$ cat config.mk
export PLATFORM = sky130hd
export DESIGN_NAME = mem_access_arbiter
export DESIGN_NICKNAME = d
export VERILOG_FILES = /design/src/rtl/mem_access_arbiter_pkg.sv /design/src/rtl/mem_access_arbiter_align_check.sv /design/src/rtl/mem_access_arbiter.sv
export SDC_FILE = /design/constraint.sdc
export NUM_CORES = 1
export LEC_CHECK = 0
export CAP_MARGIN = 20
export CORE_AREA = 5 5 136 164
export CTS_CLUSTER_DIAMETER = 60
export DETAILED_ROUTE_END_ITERATION = 6
export DIE_AREA = 0 0 141 169
export GPL_ROUTABILITY_DRIVEN = 0
export GPL_TIMING_DRIVEN = 1
export HOLD_SLACK_MARGIN = 0.15
export PLACE_DENSITY = 0.83
export REMOVE_ABC_BUFFERS = 1
export SYNTH_ARGS = -nofsm -noshare
export SYNTH_HDL_FRONTEND = slang
export SYNTH_SLANG_ARGS = --single-unit
$ cat constraint.sdc
create_clock -name clk -period 4.4 [get_ports clk]
set_input_delay 1.1 -clock clk [delete_from_list [all_inputs] [get_ports clk]]
set_output_delay 1.1 -clock clk [all_outputs]
set_load 0.02 [all_outputs]
$ cat src/rtl/mem_access_arbiter_pkg.sv
// Shared types and constants for the two-port data-memory arbiter.
// Holds the FSM state encoding, load-mode codes and requester identifiers.
package mem_arb_pkg;

  typedef enum logic [1:0] {
    IDLE   = 2'd0,
    ACCESS = 2'd1,
    RESP   = 2'd2
  } arb_state_e;

  localparam logic [1:0] MODE_WORD    = 2'b00;
  localparam logic [1:0] MODE_HALF_S  = 2'b01;
  localparam logic [1:0] MODE_HALF_U  = 2'b10;
  localparam logic [1:0] MODE_ILLEGAL = 2'b11;

  localparam logic OWNER_A = 1'b0;
  localparam logic OWNER_B = 1'b1;

  // Stores always move a full word; loads follow their mode field.
  function automatic logic is_word_access(input logic we, input logic [1:0] mode);
    return we || (mode == MODE_WORD);
  endfunction

endpackage

$ cat src/rtl/mem_access_arbiter_align_check.sv
// Combinational legality check of one access: alignment, range and load mode.
// Sized in 33 bits so an address near the top of the 32-bit space cannot wrap into range.
module mem_arb_align_check
  import mem_arb_pkg::*;
#(
  parameter int unsigned MEM_BYTES = 4000
) (
  input  logic        we,
  input  logic [1:0]  mode,
  input  logic [31:0] addr,
  output logic        err
);

  logic [32:0] addr_ext;
  logic [32:0] last_byte;

  always_comb begin
    addr_ext  = {1'b0, addr};
    last_byte = addr_ext;
    err       = 1'b0;
    if (is_word_access(we, mode)) begin
      last_byte = addr_ext + 33'd3;
      err       = (addr[1:0] != 2'b00) || (last_byte >= 33'(MEM_BYTES));
    end else if (mode == MODE_ILLEGAL) begin
      err = 1'b1;
    end else begin
      last_byte = addr_ext + 33'd1;
      err       = addr[0] || (last_byte >= 33'(MEM_BYTES));
    end
  end

endmodule

$ cat src/rtl/mem_access_arbiter.sv
// Round-robin arbiter/sequencer between the MEM-stage port (A) and the debug loader (B)
// in front of the big-endian data memory; illegal accesses are answered without a strobe.
module mem_access_arbiter
  import mem_arb_pkg::*;
#(
  parameter int unsigned ACCESS_CYCLES = 2,
  parameter int unsigned MEM_BYTES     = 4000
) (
  input  logic        clk,
  input  logic        rst_n,
  input  logic        a_req,
  input  logic        a_we,
  input  logic [1:0]  a_mode,
  input  logic [31:0] a_addr,
  input  logic [31:0] a_wdata,
  output logic        a_gnt,
  output logic        a_done,
  output logic        a_err,
  output logic [31:0] a_rdata,
  input  logic        b_req,
  input  logic        b_we,
  input  logic [1:0]  b_mode,
  input  logic [31:0] b_addr,
  input  logic [31:0] b_wdata,
  output logic        b_gnt,
  output logic        b_done,
  output logic        b_err,
  output logic [31:0] b_rdata,
  output logic        mem_read,
  output logic        mem_write,
  output logic [1:0]  load_mode,
  output logic [31:0] address,
  output logic [31:0] write_data,
  input  logic [31:0] read_data
);

  localparam int CNT_W = (ACCESS_CYCLES > 1) ? $clog2(ACCESS_CYCLES) : 1;
  localparam logic [CNT_W-1:0] CNT_LAST = CNT_W'(ACCESS_CYCLES - 1);

  arb_state_e       state_q, state_d;
  logic             rr_q, rr_d;
  logic             owner_q, owner_d;
  logic             we_q, we_d;
  logic [1:0]       mode_q, mode_d;
  logic [31:0]      addr_q, addr_d;
  logic [31:0]      wdata_q, wdata_d;
  logic [CNT_W-1:0] cnt_q, cnt_d;

  logic        a_gnt_q, a_gnt_d, b_gnt_q, b_gnt_d;
  logic        a_done_q, a_done_d, b_done_q, b_done_d;
  logic        a_err_q, a_err_d, b_err_q, b_err_d;
  logic [31:0] a_rdata_q, a_rdata_d, b_rdata_q, b_rdata_d;
  logic        mem_read_q, mem_read_d, mem_write_q, mem_write_d;
  logic [1:0]  load_mode_q, load_mode_d;
  logic [31:0] address_q, address_d, write_data_q, write_data_d;

  // Winner of the current IDLE cycle: the pointer decides only when both ask.
  logic        win_b;
  logic        win_we;
  logic [1:0]  win_mode;
  logic [31:0] win_addr;
  logic [31:0] win_wdata;
  logic        chk_err;

  always_comb begin
    win_b     = (a_req && b_req) ? (rr_q == OWNER_B) : b_req;
    win_we    = win_b ? b_we    : a_we;
    win_mode  = win_b ? b_mode  : a_mode;
    win_addr  = win_b ? b_addr  : a_addr;
    win_wdata = win_b ? b_wdata : a_wdata;
  end

  mem_arb_align_check #(
    .MEM_BYTES(MEM_BYTES)
  ) u_align (
    .we  (win_we),
    .mode(win_mode),
    .addr(win_addr),
    .err (chk_err)
  );

  always_comb begin
    state_d      = state_q;
    rr_d         = rr_q;
    owner_d      = owner_q;
    we_d         = we_q;
    mode_d       = mode_q;
    addr_d       = addr_q;
    wdata_d      = wdata_q;
    cnt_d        = cnt_q;
    a_gnt_d      = 1'b0;
    b_gnt_d      = 1'b0;
    a_done_d     = 1'b0;
    b_done_d     = 1'b0;
    a_err_d      = 1'b0;
    b_err_d      = 1'b0;
    a_rdata_d    = '0;
    b_rdata_d    = '0;
    mem_read_d   = 1'b0;
    mem_write_d  = 1'b0;
    load_mode_d  = '0;
    address_d    = '0;
    write_data_d = '0;

    case (state_q)
      IDLE: begin
        if (a_req || b_req) begin
          owner_d = win_b ? OWNER_B : OWNER_A;
          rr_d    = win_b ? OWNER_A : OWNER_B;
          we_d    = win_we;
          mode_d  = win_mode;
          addr_d  = win_addr;
          wdata_d = win_wdata;
          a_gnt_d = ~win_b;
          b_gnt_d = win_b;
          if (chk_err) begin
            // Rejected at grant: answer next cycle, memory never sees it.
            state_d  = RESP;
            a_done_d = ~win_b;
            b_done_d = win_b;
            a_err_d  = ~win_b;
            b_err_d  = win_b;
          end else begin
            state_d      = ACCESS;
            cnt_d        = '0;
            mem_read_d   = ~win_we;
            mem_write_d  = win_we;
            load_mode_d  = win_mode;
            address_d    = win_addr;
            write_data_d = win_wdata;
          end
        end
      end

      ACCESS: begin
        if (cnt_q == CNT_LAST) begin
          state_d  = RESP;
          a_done_d = (owner_q == OWNER_A);
          b_done_d = (owner_q == OWNER_B);
          if (!we_q) begin
            a_rdata_d = (owner_q == OWNER_A) ? read_data : '0;
            b_rdata_d = (owner_q == OWNER_B) ? read_data : '0;
          end
        end else begin
          cnt_d        = cnt_q + CNT_W'(1);
          mem_read_d   = ~we_q;
          mem_write_d  = we_q;
          load_mode_d  = mode_q;
          address_d    = addr_q;
          write_data_d = wdata_q;
        end
      end

      RESP: begin
        state_d = IDLE;
      end

      default: begin
        state_d = IDLE;
      end
    endcase
  end

  always_ff @(posedge clk) begin
    if (!rst_n) begin
      state_q      <= IDLE;
      rr_q         <= OWNER_A;
      owner_q      <= OWNER_A;
      we_q         <= 1'b0;
      mode_q       <= '0;
      addr_q       <= '0;
      wdata_q      <= '0;
      cnt_q        <= '0;
      a_gnt_q      <= 1'b0;
      b_gnt_q      <= 1'b0;
      a_done_q     <= 1'b0;
      b_done_q     <= 1'b0;
      a_err_q      <= 1'b0;
      b_err_q      <= 1'b0;
      a_rdata_q    <= '0;
      b_rdata_q    <= '0;
      mem_read_q   <= 1'b0;
      mem_write_q  <= 1'b0;
      load_mode_q  <= '0;
      address_q    <= '0;
      write_data_q <= '0;
    end else begin
      state_q      <= state_d;
      rr_q         <= rr_d;
      owner_q      <= owner_d;
      we_q         <= we_d;
      mode_q       <= mode_d;
      addr_q       <= addr_d;
      wdata_q      <= wdata_d;
      cnt_q        <= cnt_d;
      a_gnt_q      <= a_gnt_d;
      b_gnt_q      <= b_gnt_d;
      a_done_q     <= a_done_d;
      b_done_q     <= b_done_d;
      a_err_q      <= a_err_d;
      b_err_q      <= b_err_d;
      a_rdata_q    <= a_rdata_d;
      b_rdata_q    <= b_rdata_d;
      mem_read_q   <= mem_read_d;
      mem_write_q  <= mem_write_d;
      load_mode_q  <= load_mode_d;
      address_q    <= address_d;
      write_data_q <= write_data_d;
    end
  end

  assign a_gnt      = a_gnt_q;
  assign b_gnt      = b_gnt_q;
  assign a_done     = a_done_q;
  assign b_done     = b_done_q;
  assign a_err      = a_err_q;
  assign b_err      = b_err_q;
  assign a_rdata    = a_rdata_q;
  assign b_rdata    = b_rdata_q;
  assign mem_read   = mem_read_q;
  assign mem_write  = mem_write_q;
  assign load_mode  = load_mode_q;
  assign address    = address_q;
  assign write_data = write_data_q;

endmodule

==> results.yml <==
status:
  status: "finished, violations left"
  violations: "design-rule violations"
final_layout:
  drive_gt1_share_pct: 13.25
  final_common_cell: "clkdlybuf4s50_1"
  mostFrequentLayoutCells: "clkdlybuf4s50_1 (306), dfxtp_1 (210), nand2_1 (158), and2_1 (93), buf_4 (71)"
  n_fill_cell: 1648
  final_cells: 1629
  area_growth_pct: 47.21
  n_antenna_cell: 0
  fin_util_pct: 67.66
  nets: 1513
placed_design:
  dp_cells: 1588
  port_buffers: 307
  dp_hpwl_um: 23710
  pre_cts_ws_ns: -0.1970
timing:
  setup_viol: 0
  max_freq_mhz: 242.3
  worstMarginPinSlew_ns: 0.7801
  hold_viol_final: 0
  fin_crit_sh_pct: 93.80
  slew_violations: 0
  tns_ns: 0
  setup_ws_ns: 0.2727
  rsz0062_at_grt: "false"
  slew_headroom_pct: 48.00
  skew_ns: 0.009592
  fin_crit_ns: 4.127
floorplan:
  start_util_pct: 45.96
  core.rowCount: 58
  die_w_um: 141
  die_y_um: 169
  die_area_um2: 23830
  coreArea_um2: 20610
  ioPinCount: 308
clock_network:
  clk_path_buf_depth: 3
  cts_buffers: 23
  insertion_delay_ns: 0.51
  cts-htree-levels: 1
  clk_pin_slew_ns: 0.06
  cts_tree: "built"
  hold_buffers: 0
  root_buffer: "clkbuf_16"
  cts_resized: 0
  clock-sinks: 210
  post_cts_buffers: 0
power:
  power.density_nw_per_um2: 329.3
  p_leak_nw: 5.811
  finalPower_mw: 4.591
  ir_drop_uv: 267.1
worst_setup_path:
  cp_cell_sequence: "clkdlybuf4s50_1 > nand2_2 > or4_1 > a222oi_1 > buf_4 > nand4_1 > xnor2_1 > nor4b_1 > nand4_1 > o21a_2 > buf_4 > o31ai_2"
  ff2ff_path_depth: 12
  worst_setup_path_start_kind: "primary input"
  crit_required_ns: 4.81
  critPathMaxFanout: 13
  critPathBufInv: 3
  crit_path_max_incr_delay_ns: 0.66
  critical_path.top_delay_family: "simple AND/OR/NAND/NOR gates"
  arrival_ns: 4.53
  worstReg2RegEnd: "address[7]$_SDFF_PN0_"
  worstSetupEndpointType: "flop"
  crit_slowest_cell: "clkdlybuf4s50_1"
  r2r_start: "rr_q$_SDFFE_PN0P_"
  crit_type: "primary input to flop"
  r2r_slack_ns: 0.94
  cp.depth: 12
synthesis:
  synth_top_area_share_pct: 44.38
  synth_edf_count: 0
  yosys_warnings: 0
  syn_inst: 1007
  ys_ff_latch: 210
  async_flop_share_pct: 0
  avgSynthCellArea_um2: 9.407
  yosysSeqAreaShare_pct: 44.38
  synth_ff_type: "dfxtp_1"
  syn_area_um2: 9473
  ys_top_cells_by_area: "dfxtp_1 (44%), nand2_1 (6.3%), and2_1 (6.2%), o211a_1 (6.1%), mux2i_1 (5.3%)"
  synth_cell_types: 74
  synth_top_area_cell: "dfxtp_1"
detailed_routing:
  vias: 9227
  drc: 7
  vias_per_cell: 5.664
  drtAntennaViolNets: 0
  met2_length_um: 15890
  routed_wl_um: 31490
  top_layer_used: "met4"
  met1Wirelength_um: 12010
  drt_pass1_iterations: 7
  drt_iter0_markers: 661
  route.met3.wl_um: 2518
  post_drt_wl_per_cell_um: 19.33
grt:
  overflow: 0
  grt_pass1_wl_um: 49220
  grt_max_degree: 74
  grt_util_all_layers_pct: 25.13
  antenna_found_initial: 0
  first_global_vias: 9178
min_path:
  hold_path_end: "load_mode[1]$_SDFF_PN0_"
  hp-start: "mode_q[1]$_SDFFE_PN0P_"
  whs_path_depth: 2
  hold_path_class: "flop to flop"
flow_run:
  cap_violations: 0
[cell type report]
type	instances	area, µm²	share of cell area (%)
multi-input combinational	723	4946	35.47
sequential	210	4204	30.15
timing repair buffer	382	3681	26.40
clock buffer	33	653.1	4.684
tap	270	337.8	2.423
clock inverter	8	111.4	0.7986
inverter	3	11.26	0.08075
[cells by family after synthesis]
group                  Yosys count  share of synthesized area (%)
AND/OR/NAND/NOR                413                          22.73
buffers and inverters           74                          3.685
AO/OA/AOI/OAI                  233                          21.16
XOR/XNOR                        17                          1.572
flip-flops                     210                          44.38
multiplexers                    60                          6.472
[worst min-delay path, stage by stage (launching register included)]
cell,delay [ns]
dfxtp_1,0.32
nand2_1,0.04
o21ai_0,0.05
[per-layer routing]
layer | vias to the layer above | track usage, %
met5 | - | 0
met4 | 0 | 9.102
li1 | 4329 | -
met3 | 80 | 4.210
met2 | 476 | 44.88
met1 | 4342 | 30.29
[synth_stat cells, types with 11 or more instances]
cell,count
clkbuf_1,45
nor2_1,30
o211a_1,58
nand3_1,29
and2_1,94
nand2_1,160
mux2i_1,50
dfxtp_1,210
o31ai_2,30
o21ai_0,26
buf_2,12
and3_1,11
nand4_1,24
a21oi_1,15
[flip-flops by register name, indices dropped and copies added, names as in the netlist]
name	flops
state_q	2
a_gnt	1
mode_q	2
a_err	1
mem_read	1
a_rdata	32
address	32
we_q	1
cnt_q	1
b_rdata	32
rr_q	1
b_done	1
owner_q	1
load_mode	2
b_gnt	1
a_done	1
wdata_q	32
mem_write	1
b_err	1
write_data	32
addr_q	32
[how the worst max path moves through the flow]
stage                        endpoint  start  slack (ns)
6_report        address[7]$_SDFF_PN0_  b_req        0.27
3_3_place_gp    address[5]$_SDFF_PN0_  b_req       -0.07
2_1_floorplan  address[11]$_SDFF_PN0_  a_req       -1.17
5_1_grt         address[7]$_SDFF_PN0_  b_req        0.02
3_5_place_dp    address[7]$_SDFF_PN0_  b_req       -0.20
4_1_cts         address[7]$_SDFF_PN0_  b_req        0.31
[report_power, final]
| group | switching [mW] | internal (mW) | total, mW | leakage (nW) |
|---|---|---|---|---|
| combinational | 0.342 | 0.328 | 0.670 | 3.73 |
| sequential | 0.0344 | 1.97 | 2.00 | 1.71 |
| clock | 0.762 | 1.16 | 1.92 | 0.373 |
[per-stage QoR]
| stage | hold slack (ns) | area, µm² |
|---|---|---|
| 2_1_floorplan | 0.4249 | 9135 |
| 3_3_place_gp | 0.4330 | 13180 |
| 3_5_place_dp | 0.4434 | 13180 |
| 4_1_cts | 0.4500 | 13940 |
| 5_1_grt | 0.4700 | 13940 |
| 6_report | 0.4552 | 13940 |
(Power assumes the default switching activity.)
